File: src/rtl/branch_resolve_unit_if.sv
// Handshake bundle between the ID stage / IF stage and branch_resolve_unit.
// master drives the ID/IF inputs; slave is the resolver itself.
interface branch_resolve_unit_if #(
  parameter int DATA_W = 32,
  parameter int PC_W   = 32,
  parameter int CNT_W  = 16
);
  logic [PC_W-1:0]   if_pc;
  logic              pred_taken;
  logic              id_valid;
  logic              id_stall;
  logic [5:0]        id_opcode;
  logic [5:0]        id_funct;
  logic [PC_W-1:0]   id_pc;
  logic              id_pred_taken;
  logic [DATA_W-1:0] read_data1;
  logic [DATA_W-1:0] read_data2;
  logic              pc_src;
  logic [1:0]        redirect_sel;
  logic              is_j;
  logic              if_flush;
  logic [CNT_W-1:0]  branch_cnt;
  logic [CNT_W-1:0]  mispred_cnt;

  modport master (
    output if_pc, id_valid, id_stall, id_opcode, id_funct, id_pc,
           id_pred_taken, read_data1, read_data2,
    input  pred_taken, pc_src, redirect_sel, is_j, if_flush,
           branch_cnt, mispred_cnt
  );

  modport slave (
    input  if_pc, id_valid, id_stall, id_opcode, id_funct, id_pc,
           id_pred_taken, read_data1, read_data2,
    output pred_taken, pc_src, redirect_sel, is_j, if_flush,
           branch_cnt, mispred_cnt
  );
endinterface

File: src/rtl/branch_resolve_unit.sv
// ID-stage branch/jump resolver with a bimodal 2-bit BHT feeding IF predictions.
// Define BRANCH_PERF_CNT_EN to build the saturating branch/mispredict counters.
module branch_resolve_unit #(
  parameter int DATA_W    = 32,
  parameter int PC_W      = 32,
  parameter int BHT_DEPTH = 16,
  parameter int CNT_W     = 16
) (
  input logic clk,
  input logic rst_n,
  branch_resolve_unit_if.slave bus
);
  localparam int IDX_W = $clog2(BHT_DEPTH);

  localparam logic [5:0] OP_RTYPE = 6'b000000;
  localparam logic [5:0] OP_J     = 6'b000010;
  localparam logic [5:0] OP_JAL   = 6'b000011;
  localparam logic [5:0] OP_BEQ   = 6'b000100;
  localparam logic [5:0] OP_BNE   = 6'b000101;
  localparam logic [5:0] FN_JR    = 6'b001000;

  logic [1:0]       bht [BHT_DEPTH];
  logic [IDX_W-1:0] ifIdx;
  logic [IDX_W-1:0] idIdx;
  logic             resolve;
  logic             isBeq;
  logic             isBne;
  logic             isBranch;
  logic             isJump;
  logic             isJr;
  logic             operandsEqual;
  logic             taken;
  logic             mispredict;
  logic             trainBranch;
  logic             pcSrc;
  logic [1:0]       redirectSel;
  logic             isJ;
  logic             unusedPcBits;

  assign ifIdx = bus.if_pc[IDX_W+1:2];
  assign idIdx = bus.id_pc[IDX_W+1:2];
  // Only the index slice of each PC addresses the table.
  assign unusedPcBits = ^{bus.if_pc, bus.id_pc};

  assign resolve       = bus.id_valid & ~bus.id_stall;
  assign isBeq         = (bus.id_opcode == OP_BEQ);
  assign isBne         = (bus.id_opcode == OP_BNE);
  assign isBranch      = isBeq | isBne;
  assign isJump        = (bus.id_opcode == OP_J) | (bus.id_opcode == OP_JAL);
  assign isJr          = (bus.id_opcode == OP_RTYPE) & (bus.id_funct == FN_JR);
  assign operandsEqual = (bus.read_data1 == bus.read_data2);
  assign taken         = isBeq ? operandsEqual : ~operandsEqual;
  assign trainBranch   = resolve & isBranch;
  assign mispredict    = trainBranch & (taken != bus.id_pred_taken);

  always_comb begin
    pcSrc       = 1'b0;
    redirectSel = 2'b00;
    isJ         = 1'b0;
    if (resolve) begin
      if (mispredict) begin
        pcSrc       = 1'b1;
        redirectSel = taken ? 2'b00 : 2'b01;
      end else if (isJump) begin
        pcSrc       = 1'b1;
        redirectSel = 2'b10;
        isJ         = 1'b1;
      end else if (isJr) begin
        pcSrc       = 1'b1;
        redirectSel = 2'b11;
        isJ         = 1'b1;
      end
    end
  end

  assign bus.pc_src       = pcSrc;
  assign bus.redirect_sel = redirectSel;
  assign bus.is_j         = isJ;
  assign bus.if_flush     = pcSrc;

  // Read is from the registered table, so a same-cycle update is not visible yet.
  assign bus.pred_taken = bht[ifIdx][1];

  always_ff @(posedge clk or negedge rst_n) begin
    if (!rst_n) begin
      for (int i = 0; i < BHT_DEPTH; i++) begin
        bht[i] <= 2'b01;
      end
    end else if (trainBranch) begin
      if (taken && (bht[idIdx] != 2'b11)) begin
        bht[idIdx] <= bht[idIdx] + 2'b01;
      end else if (!taken && (bht[idIdx] != 2'b00)) begin
        bht[idIdx] <= bht[idIdx] - 2'b01;
      end
    end
  end

`ifdef BRANCH_PERF_CNT_EN
  localparam logic [CNT_W-1:0] CNT_ONE = {{(CNT_W-1){1'b0}}, 1'b1};

  logic [CNT_W-1:0] branchCnt;
  logic [CNT_W-1:0] mispredCnt;

  // Both counters stick at all-ones instead of wrapping.
  always_ff @(posedge clk or negedge rst_n) begin
    if (!rst_n) begin
      branchCnt  <= '0;
      mispredCnt <= '0;
    end else begin
      if (trainBranch && (branchCnt != '1)) begin
        branchCnt <= branchCnt + CNT_ONE;
      end
      if (mispredict && (mispredCnt != '1)) begin
        mispredCnt <= mispredCnt + CNT_ONE;
      end
    end
  end

  assign bus.branch_cnt  = branchCnt;
  assign bus.mispred_cnt = mispredCnt;
`else
  assign bus.branch_cnt  = '0;
  assign bus.mispred_cnt = '0;
`endif
endmodule

File: src/flat_wrapper.sv
// flat-port wrapper written by rule: the top's interface ports become plain ports
module branch_resolve_unit_flat 
#(
  parameter int DATA_W    = 32,
  parameter int PC_W      = 32,
  parameter int BHT_DEPTH = 16,
  parameter int CNT_W     = 16
)
  (clk, rst_n, bus_if_pc, bus_id_valid, bus_id_stall, bus_id_opcode, bus_id_funct, bus_id_pc, bus_id_pred_taken, bus_read_data1, bus_read_data2, bus_pred_taken, bus_pc_src, bus_redirect_sel, bus_is_j, bus_if_flush, bus_branch_cnt, bus_mispred_cnt);
  branch_resolve_unit_if #(.DATA_W(DATA_W), .PC_W(PC_W), .CNT_W(CNT_W)) bus_i ();
  input logic clk;
  input logic rst_n;
  input wire logic [$bits(bus_i.if_pc)-1:0] bus_if_pc;
  input wire logic [$bits(bus_i.id_valid)-1:0] bus_id_valid;
  input wire logic [$bits(bus_i.id_stall)-1:0] bus_id_stall;
  input wire logic [$bits(bus_i.id_opcode)-1:0] bus_id_opcode;
  input wire logic [$bits(bus_i.id_funct)-1:0] bus_id_funct;
  input wire logic [$bits(bus_i.id_pc)-1:0] bus_id_pc;
  input wire logic [$bits(bus_i.id_pred_taken)-1:0] bus_id_pred_taken;
  input wire logic [$bits(bus_i.read_data1)-1:0] bus_read_data1;
  input wire logic [$bits(bus_i.read_data2)-1:0] bus_read_data2;
  output wire logic [$bits(bus_i.pred_taken)-1:0] bus_pred_taken;
  output wire logic [$bits(bus_i.pc_src)-1:0] bus_pc_src;
  output wire logic [$bits(bus_i.redirect_sel)-1:0] bus_redirect_sel;
  output wire logic [$bits(bus_i.is_j)-1:0] bus_is_j;
  output wire logic [$bits(bus_i.if_flush)-1:0] bus_if_flush;
  output wire logic [$bits(bus_i.branch_cnt)-1:0] bus_branch_cnt;
  output wire logic [$bits(bus_i.mispred_cnt)-1:0] bus_mispred_cnt;
  assign bus_i.if_pc = bus_if_pc;
  assign bus_i.id_valid = bus_id_valid;
  assign bus_i.id_stall = bus_id_stall;
  assign bus_i.id_opcode = bus_id_opcode;
  assign bus_i.id_funct = bus_id_funct;
  assign bus_i.id_pc = bus_id_pc;
  assign bus_i.id_pred_taken = bus_id_pred_taken;
  assign bus_i.read_data1 = bus_read_data1;
  assign bus_i.read_data2 = bus_read_data2;
  assign bus_pred_taken = bus_i.pred_taken;
  assign bus_pc_src = bus_i.pc_src;
  assign bus_redirect_sel = bus_i.redirect_sel;
  assign bus_is_j = bus_i.is_j;
  assign bus_if_flush = bus_i.if_flush;
  assign bus_branch_cnt = bus_i.branch_cnt;
  assign bus_mispred_cnt = bus_i.mispred_cnt;
  branch_resolve_unit #(.DATA_W(DATA_W), .PC_W(PC_W), .BHT_DEPTH(BHT_DEPTH), .CNT_W(CNT_W)) u_core (.clk(clk), .rst_n(rst_n), .bus(bus_i));
endmodule
File: config.mk
export PLATFORM = sky130hd
export DESIGN_NAME = branch_resolve_unit_flat
export DESIGN_NICKNAME = d
export VERILOG_FILES = /design/src/rtl/branch_resolve_unit_if.sv /design/src/rtl/branch_resolve_unit.sv /design/src/flat_wrapper.sv
export SDC_FILE = /design/constraint.sdc
export NUM_CORES = 1
export LEC_CHECK = 0
export CAP_MARGIN = 20
export CELL_PAD_IN_SITES_DETAIL_PLACEMENT = 2
export CELL_PAD_IN_SITES_GLOBAL_PLACEMENT = 2
export CORE_AREA = 2 2 122 124
export DETAILED_ROUTE_END_ITERATION = 8
export DIE_AREA = 0 0 124 126
export GPL_TIMING_DRIVEN = 0
export PLACE_DENSITY_LB_ADDON = 0.12
export SLEW_MARGIN = 20
export SYNTH_ARGS = -nofsm -noshare
export SYNTH_HDL_FRONTEND = slang
export SYNTH_SLANG_ARGS = --single-unit
File: constraint.sdc
create_clock -name clk -period 6.46 [get_ports clk]
set_clock_uncertainty 0.05 [all_clocks]
set_input_delay 0.969 -clock clk [delete_from_list [all_inputs] [get_ports clk]]
set_output_delay 0.969 -clock clk [all_outputs]
set_load 0.01 [all_outputs]
==> run metrics, run 1 <==
Routed WL around 12000 um; Inserted Clock Buffers 5; max_cap viols 0; crit share post-route 0.737; TritonCTS clock tree done; Rows 44; crit end category flip-flop; number of fill cells 1597; Highest Clock Rate ~210 MHz; post-CTS setup buffer count 0; maximum vdd drop 0.0740 mV; NumNets Final about 610; pin count of the biggest net entering global routing 25; PortBufs 92; Register Area slightly above 800 um^2; Pleak between 0.0015 and 0.002 uW; Layout Cells excl Fill 652; crit-path max cell delay between 0.6 and 0.7 ns; max_slew headroom 0.594; Startpoint Class primary input; vias in the first global route 3622; Crit path top cell by count mux2_2; Die W between 100 and 150 um; share of post-route cells with drive strength above 1 0.241; RSZ-0062 raised after global routing false; router iterations before antenna repair 4; clock latency on the worst-skew pair roughly 0.28 ns; library cells used by synthesis between 40 and 50; post-cts sizing count 0; RePlAce Congestion around 0.73; Max Slew Vio Count 0; initial antenna violation count 0; final setup TNS 0 ns; placed cell count approximately 640; Vias between 3000 and 4000; family with the most delay on the worst path multiplexers; WL/cell 18.1 um; area of the core about 14000 um^2; prevailing post-synth register cell dfstp_2; Crit-path slowest cell clkdlybuf4s50_1; CTS root buffer clkbuf_16; Area growth, synth to finish 42.9%; clock tree buffer depth 2; Async SR Flop Fraction 1.00; setup ws final around 1.7 ns; GRT overflow 0; Die Y between 100 and 150 um; global-route wire length before repair about 19000 um; power consumption about 610 uW; I/O pin count roughly 180; #FFs+latches synth 32; Area contributors post-synth dfstp_2, dfrtp_1, mux2i_1; ANT nets after route 0; Setup Slack @ Placement between 1 and 1.5 ns; final number of hold-violating endpoints 0; # H-tree levels 2; critical path fanouts, max 10; final setup fails 0; number of synthesized flops with an enable pin 0; # hold bufs at CTS 0; CTS sink cnt 32; Detailed Route Iter0 Violations 98; Yosys top cell by area dfstp_2; Crit Path Category in2reg; n_diodes 0; Die ar. 15600 um^2; CP Cell Sequence clkdlybuf4s50_1 > mux4_2 > mux2_2 > o21ai_2 > buf_2 > inv_2 > ha_1 > nand3b_1 > mux2_2 > o21ai_0 > nand3_1 > mux2_1; drt drc 0; top cell type's share of synthesized area 0.125; area of the multi-input gates 2280 um^2; PwrDens ~130 nW/um^2; Worst Path Required around 6.6 ns; Final HPWL DP approximately 9300 um; worst-margin pin slew around 0.61 ns; Avg Inst Size Synth approximately 10 um^2; vias per std cell 4.87; sequential share of the synthesized area 0.245; run status complete, no violations; Initial Util 0.235; Clk pin slew, worst setup/hold paths 0.05 ns; Hold WC Path Type reg2reg; all-layer global routing usage 0.157; Cell Area, Synth ~3400 um^2; final worst path period need approximately 4.8 ns; cell count after synthesis 336; Data arrival, critical path 4.91 ns; CP Buf/Inv Count 3; yosys warns 0
## path summary, 6_finish.rpt
path | start | to | slack [ns] | depth (start not counted)
hold reg to reg | u_core.bht[31] | u_core.bht[31] | 0.58 | 2
min in group asynchronous | rst_n | asynchronous set/reset pin | 0.73 | 1
hold / removal | u_core.bht[31] | u_core.bht[31] | 0.58 | 2
setup reg to reg | flip-flop | flip-flop | 2.57 | 11
max in group asynchronous | rst_n | asynchronous set/reset pin | 5.38 | 2
setup / recovery | bus_id_pc[3] | flip-flop | 1.70 | 12
## cell families (layout without fill, tap and decap cells)
group	after synthesis	count (layout)	share of synthesized area
xor+xnor	35	35	0.0969
other cells	1	32	0.00112
compound gates	64	64	0.136
flops	32	32	0.245
simple gates	77	77	0.139
mux	68	68	0.264
buf+inv	57	158	0.111
fa+ha+maj	2	2	0.00745
## worst register-to-register path: stages (launching register included)
cell      delay, ns
dfstp_2        0.37
mux4_2         0.47
mux2_2         0.29
o21ai_2        0.33
buf_2          0.30
inv_2          0.05
ha_1           0.21
nand3b_1       0.50
mux2_2         0.56
o21ai_0        0.18
nand3_1        0.17
mux2_1         0.34
## cells in the mapped netlist, types with 2 or more instances
master and instances:
nand3_1 6, nor2_1 34, mux2_2 4, nand4b_1 2, a21oi_1 14, xnor2_1 2
buf_4 37, clkbuf_1 7, and4_1 2, mux4_2 14, nand4_1 3, buf_2 10
mux2i_1 33, a211oi_1 7, nor4_1 3, a211oi_2 6, inv_2 2, or3_1 2
mux2_1 16, o31a_1 16, dfrtp_1 16, dfstp_2 16, o21ai_0 17, xor2_1 32
nand3b_1 4, ha_1 2, nand2_1 3, nor2b_1 2, nor4_2 6
## routing by layer
layer  wire [um]  track usage
met1        4920        0.187
met2        5880        0.282
met3         856       0.0340
met5           0            0
met4         167       0.0436
## layout make-up
| class | instances | area share |
|---|---|---|
| tap | 184 | 0.0480 |
| sequential | 32 | 0.171 |
| timing repair buffer | 93 | 0.195 |
| inverter | 2 | 0.00157 |
| multi-input combinational | 278 | 0.475 |
| buffer | 55 | 0.0762 |
| clock buffer | 8 | 0.0326 |
## layout by cell type, fill, tap and decap left out, types with 17 or more instances in the layout
master           Yosys  final
mux2i_1             33     33
o21ai_0             17     17
buf_4               37     37
conb_1               1     32
clkdlybuf4s50_1      0     91
xor2_1              32     32
nor2_1              34     34
## report_power, final
| group | total, uW | internal, uW | switching, uW |
|---|---|---|---|
| Combinational | 150 | 85.0 | 64.6 |
| Clock | 254 | 164 | 89.9 |
| Sequential | 208 | 206 | 2.64 |
| Total | 612 | 455 | 157 |
## stage by stage
stage	instance area, um^2	hold WS, ns	utilization
after floorplan	3470	0.504	-
after global placement	4620	0.536	0.323
after detailed placement	4640	0.558	0.324
after CTS	4800	0.576	0.335
after global routing	4800	0.615	0.335
final	4800	0.580	0.335
Power figures use the tool's default switching activity.
==> run 2: changes to the inputs <==
--- a/config.mk
+++ b/config.mk
@@ -8,9 +8,9 @@
 export CAP_MARGIN = 20
 export CELL_PAD_IN_SITES_DETAIL_PLACEMENT = 2
 export CELL_PAD_IN_SITES_GLOBAL_PLACEMENT = 2
-export CORE_AREA = 2 2 122 124
+export CORE_AREA = 2 2 127 129
 export DETAILED_ROUTE_END_ITERATION = 8
-export DIE_AREA = 0 0 124 126
+export DIE_AREA = 0 0 129 131
 export GPL_TIMING_DRIVEN = 0
 export PLACE_DENSITY_LB_ADDON = 0.12
 export SLEW_MARGIN = 20
==> constraint.sdc (replaced) <==
create_clock -name clk -period 4.8 [get_ports clk]
set_clock_uncertainty 0.05 [all_clocks]
set_input_delay 0.72 -clock clk [delete_from_list [all_inputs] [get_ports clk]]
set_output_delay 0.72 -clock clk [all_outputs]
set_load 0.01 [all_outputs]
==> run metrics, run 2 (synthesized netlist as in run 1, its figures left out) <==
clock latency on the worst-skew pair 0.28 ns (about the same); all-layer global routing usage 0.140 (-0.0169); max_cap viols 0 (unchanged); DP Area 4680 um^2 (+0.86%); # H-tree levels 2 (unchanged); Die Y 131 um (+4.0%); Die W 129 um (+4.0%); post-CTS setup buffer count 0 (unchanged); initial antenna violation count 0 (unchanged); Highest Clock Rate between 200 and 250 MHz; Inserted Clock Buffers 5 (unchanged); GR peak layer met2; Switching Power 214 uW (+36%); Max Slew Vio Count 0 (unchanged); Data arrival, critical path 4.53 ns (-0.38 ns); Clk pin slew, worst setup/hold paths 0.05 ns (about the same); CTS sink cnt 32 (unchanged); share of post-route cells with drive strength above 1 0.239 (-0.00214); final worst path period need ~4.4 ns; CTS root buffer clkbuf_16; crit end category flip-flop; Global Route met3 Usage 0.0309 (-0.00302); vias per std cell 4.46 (-8.3%); Sw Ratio 0.263 (+0.00659); RePlAce Congestion 0.782 (+7.2%); Routed WL 11600 um (-1.5%); I/O pin count 183 (unchanged); Area growth, synth to finish 43.8%; final number of hold-violating endpoints 0 (unchanged); n_diodes 0 (unchanged); most frequent cells in the layout clkdlybuf4s50_1, buf_4, nor2_1, mux2i_1; final setup TNS 0 ns (unchanged); Die ar. 16900 um^2 (+8.2%); PwrDens 168 nW/um^2 (+32%); Vias 3054 (-3.8%); vias in the first global route 3323 (-8.3%); Pint 599 uW (+32%); drt drc 0 (unchanged); Final HPWL DP 9190 um (-1.2%); # hold bufs at CTS 0 (unchanged); clock tree buffer depth 2 (unchanged); pin count of the biggest net entering global routing 24 (-4.0%); crit share post-route 0.911; Rows 46 (+4.5%); Layout Cells excl Fill 684 (+4.9%); Initial Util 0.215 (-0.0193); crit-path max cell delay 0.67 ns (+0.03 ns); run status complete, no violations; post-cts sizing count 0 (unchanged); NumNets Final 614 (unchanged); Crit Path Category in2reg; Worst Setup SP bus_id_pc[3]; maximum vdd drop 0.0993 mV (+34%); CP Cell Sequence clkdlybuf4s50_1 > mux4_2 > mux2_2 > o21ai_2 > buf_2 > inv_2 > ha_1 > nand3b_1 > mux2_2 > a211oi_1 > a21oi_1 > mux2_1; final setup fails 0 (unchanged); TritonCTS clock tree done; Detailed Route Iter0 Violations 72 (-27%); Crit-path slowest cell clkdlybuf4s50_1; placed cell count 676 (+5.0%); Finished Core Util 0.309 (-0.0257); Logic pwr share 0.247 (+0.003); CP Buf/Inv Count 3 (unchanged); clock share of power 0.408 (-0.007); max_slew headroom 0.633 (+0.0394); Design Area, Final 4830 um^2 (+0.63%); critical path fanouts, max 10 (unchanged); Crit path top cell by count mux2_2; Worst Path Required 4.95 ns (-1.66 ns); router iterations before antenna repair 4 (unchanged); commonest non-fill, non-tap cell in the layout clkdlybuf4s50_1; Setup Slack @ Placement 0.0490 ns (-1.29 ns); GR Util met1 0.173 (-0.0140); RSZ-0062 raised after global routing false; setup ws final 0.426 ns (-1.28 ns); family with the most delay on the worst path multiplexers; area of the core 15600 um^2 (+9.0%); met2 track demand over resource 0.248 (-0.0341); global-route wire length before repair 18400 um (-3.8%); ANT nets after route 0 (unchanged); Startpoint Class primary input; GRT overflow 0 (unchanged); WL/cell 17.0 um (-6.1%); Pleak 0.00180 uW (-0.33%); PortBufs 92 (unchanged); worst-margin pin slew 0.549 ns (-0.0607 ns); Reg power frac 0.345 (+0.004); Hold WC Path Type in2async
==> run 2: changes by cell type in the layout (fill, tap and decap cells not counted) <==
cell,previous run,this run
clkbuf_1,8,9
clkbuf_8,2,1
==> run 2: layout make-up <==
| cell class | instances | area [um^2] |
|---|---|---|
| well taps | 216 | 270 |
| flip-flops and latches | 32 | 821 |
| clock buffers | 8 | 146 |
| plain buffers | 55 | 365 |
| repair buffers | 93 | 936 |
| multi-input cells | 278 | 2280 |
| fillers | 1754 | 10800 |
| inverters | 2 | 7.51 |
==> run 2: power groups by stage <==
stage                     clock network (uW)  registers [uW]  logic, uW
after global routing                     354             281        219
after detailed placement                   0             285        203
after global placement                     0             284        196
after CTS                                343             280        203
final                                    331             281        201
after floorplan                            0             283       95.4
==> run 2: stage by stage <==
step | hold WS (ns) | power [uW]
detailed placement | 0.563 | 487
CTS | 0.519 | 826
floorplan | 0.374 | 378
finish | 0.515 | 813
global placement | 0.541 | 481
global route | 0.531 | 854
==> run 2: worst paths after layout <==
check,cells past startpoint,slack [ns],endpoint
worst max-delay path,12,0.43,flip-flop
worst min-delay path,1,0.52,asynchronous set/reset pin
worst max register to register,11,1.07,flip-flop
worst min register to register,2,0.58,u_core.bht[3]
max in group asynchronous,2,3.94,asynchronous set/reset pin
min in group clk,2,0.58,u_core.bht[3]
==> run 2: worst register-to-register path: cells and delay by family (launching register included) <==
kind            cells  cell delay [ns]
compound gates      3             0.59
simple gates        1             0.48
fa+ha+maj           1             0.21
mux                 4             1.61
buf+inv             2             0.35
flops               1             0.37
==> run 2: metal layers <==
layer / share of wire / vias to the layer above
li1: - / 1437
met1: 0.44 / 1503
met2: 0.48 / 109
met3: 0.065 / 5
met4: 0.0090 / 0
met5: 0 / -
==> run 3: changes to the inputs <==
--- a/config.mk
+++ b/config.mk
@@ -8,11 +8,12 @@
 export CAP_MARGIN = 20
 export CELL_PAD_IN_SITES_DETAIL_PLACEMENT = 2
 export CELL_PAD_IN_SITES_GLOBAL_PLACEMENT = 2
-export CORE_AREA = 2 2 127 129
+export CORE_AREA = 2 2 133 135
 export DETAILED_ROUTE_END_ITERATION = 8
-export DIE_AREA = 0 0 129 131
+export DIE_AREA = 0 0 135 137
 export GPL_TIMING_DRIVEN = 0
 export PLACE_DENSITY_LB_ADDON = 0.12
+export RECOVER_POWER = 100
 export SLEW_MARGIN = 20
 export SYNTH_ARGS = -nofsm -noshare
 export SYNTH_HDL_FRONTEND = slang
==> constraint.sdc (replaced) <==
create_clock -name clk -period 3.96 [get_ports clk]
set_clock_uncertainty 0.05 [all_clocks]
set_input_delay 0.594 -clock clk [delete_from_list [all_inputs] [get_ports clk]]
set_output_delay 0.594 -clock clk [all_outputs]
set_load 0.01 [all_outputs]
==> run metrics, run 3 (synthesized netlist as in run 1, its figures left out) <==
run status complete, but fails checks; violated checks capacitance limit, slew limit; share of post-route cells with drive strength above 1 0.254 (+0.0149); Reg power frac 0.337 (-0.008); ANT nets after route 0 (unchanged); Pleak 0.00185 uW (+2.8%); max_slew headroom -0.0208 (-0.654); met2 track demand over resource 0.241 (-0.00750); Die Y 137 um (+4.6%); maximum vdd drop 0.123 mV (+24%); final setup fails 0 (unchanged); n_diodes 0 (unchanged); NumNets Final 622 (+1.3%); DP Area 4690 um^2 (+0.24%); power consumption 1010 uW (+24%); vias in the first global route 3379 (+1.7%); RSZ-0062 raised after global routing false; Startpoint Class primary input; CTS root buffer clkbuf_16; Vias 3106 (+1.7%); Area growth, synth to finish 46.3%; final worst path period need between 3 and 4 ns; I/O pin count 183 (unchanged); Design Area, Final 4910 um^2 (+1.8%); Sw Ratio 0.263 (-0.000697); Data arrival, critical path 3.92 ns (-0.61 ns); clock tree buffer depth 2 (unchanged); CP Cell Sequence clkbuf_4 > buf_2 > mux4_2 > mux4_2 > ha_1 > or3_1 > buf_2 > mux2_4 > a211oi_2 > a21oi_1 > mux2_1; PortBufs 92 (unchanged); Rows 48 (+4.3%); clock latency on the worst-skew pair 0.28 ns (about the same); Die W 135 um (+4.7%); family with the most delay on the worst path multiplexers; Crit Path Category in2reg; TritonCTS clock tree done; critical path fanouts, max 10 (unchanged); number of fill cells 1945 (+11%); global-route wire length before repair 18800 um (+2.0%); Initial Util 0.197 (-0.0184); drt drc 0 (unchanged); final number of hold-violating endpoints 0 (unchanged); Pint 743 uW (+24%); Max Slew Vio Count 25 (+25); Detailed Route Iter0 Violations 83 (+15%); Inserted Clock Buffers 5 (unchanged); # H-tree levels 2 (unchanged); Highest Clock Rate between 200 and 300 MHz; crit share post-route 0.953; pin count of the biggest net entering global routing 25 (+4.2%); RePlAce Congestion 0.738 (-5.6%); Die ar. 18500 um^2 (+9.4%); initial antenna violation count 0 (unchanged); WL/cell 17.3 um (+1.5%); Hold WC Path Type in2async; CP Buf/Inv Count 3 (unchanged); Logic pwr share 0.245 (-0.002); PwrDens 205 nW/um^2 (+22%); Layout Cells excl Fill 701 (+2.5%); Worst Path Required 4.11 ns (-0.84 ns); Global Route met3 Usage 0.0274 (-0.00354); all-layer global routing usage 0.132 (-0.00834); GR peak layer met2; GR Util met1 0.158 (-0.0147); final setup TNS 0 ns (unchanged); router iterations before antenna repair 4 (unchanged); clock share of power 0.418 (+0.010); placed cell count 685 (+1.3%); Crit-path slowest cell mux4_2; max_cap viols 1 (+1); Final HPWL DP 9450 um (+2.8%); crit-path max cell delay 0.55 ns (-0.12 ns); Switching Power 265 uW (+24%); # hold bufs at CTS 0 (unchanged); worst-margin pin slew 1.53 ns (+0.982 ns); area of the core 17100 um^2 (+9.4%); CTS sink cnt 32 (unchanged); GRT overflow 0 (unchanged); commonest non-fill, non-tap cell in the layout clkdlybuf4s50_1; most frequent cells in the layout clkdlybuf4s50_1, buf_4, nor2_1, mux2i_1; vias per std cell 4.43 (-0.76%); Clk pin slew, worst setup/hold paths 0.05 ns (about the same); Routed WL 12100 um (+4.0%); crit end category flip-flop
[run 3: cell types whose count changed in the layout (fill, tap and decap cells not counted), sizes merged]
cell | before | now
dlygate4sd3 | 0 | 3
clkdlybuf4s50 | 91 | 87
buf | 50 | 54
dlygate4sd2 | 0 | 1
clkbuf | 15 | 19
[run 3: final timing paths]
| path | startpoint | to | slack, ns | depth (start not counted) |
|---|---|---|---|---|
| worst max-delay path | bus_id_pc[2] | flip-flop | 0.19 | 11 |
| worst min-delay path | rst_n | asynchronous set/reset pin | 0.54 | 1 |
| worst max register to register | flip-flop | flip-flop | 0.43 | 12 |
| worst min register to register | u_core.bht[3] | u_core.bht[3] | 0.58 | 2 |
| max in group asynchronous | rst_n | u_core.bht[17] | 1.87 | 2 |
| min in group clk | u_core.bht[3] | u_core.bht[3] | 0.58 | 2 |
[run 3: power groups by stage]
stage                     combinational, uW  sequential, uW  clock (uW)
after floorplan                         116             343           0
after global placement                  240             344           0
after detailed placement                247             345           0
after CTS                               251             340         437
after global routing                    269             340         443
final                                   247             340         421
[run 3: worst register-to-register path: stages (launching register included)]
cell,delay [ns]
dfstp_2,0.36
mux4_2,0.48
mux2_2,0.30
o21ai_4,0.22
buf_4,0.23
inv_2,0.05
ha_1,0.22
or3_1,0.34
buf_2,0.22
mux2_4,0.36
a211oi_2,0.19
a21oi_1,0.10
mux2_1,0.32
[run 3: timing repair]
action	CTS	global route
setup endpoints to repair	27	10
resized for setup	5	4
setup buffers	7	2
hold endpoints to repair	0	0
pin swaps	1	2
[run 3: cell type report]
type	count	area [um^2]	area share
repair buffers	102	985	0.200
well taps	225	282	0.0573
clock buffers	8	156	0.0318
inverters	2	7.51	0.00153
plain buffers	54	368	0.0749
multi-input cells	278	2290	0.467
flip-flops and latches	32	821	0.167
[run 3: through the flow]
stage                      util  setup WS [ns]  hold WS (ns)
after floorplan               -          0.288         0.248
after global placement    0.274         -0.731         0.545
after detailed placement  0.275         -0.690         0.555
after CTS                 0.288         0.0696         0.372
after global routing      0.288         0.0144         0.580
final                     0.288          0.186         0.541
[run 3: layer usage]
layer,routed length [um],up-vias
li1,-,1455
met1,5270,1530
met2,5910,112
met3,761,9
met4,163,0
met5,0,-
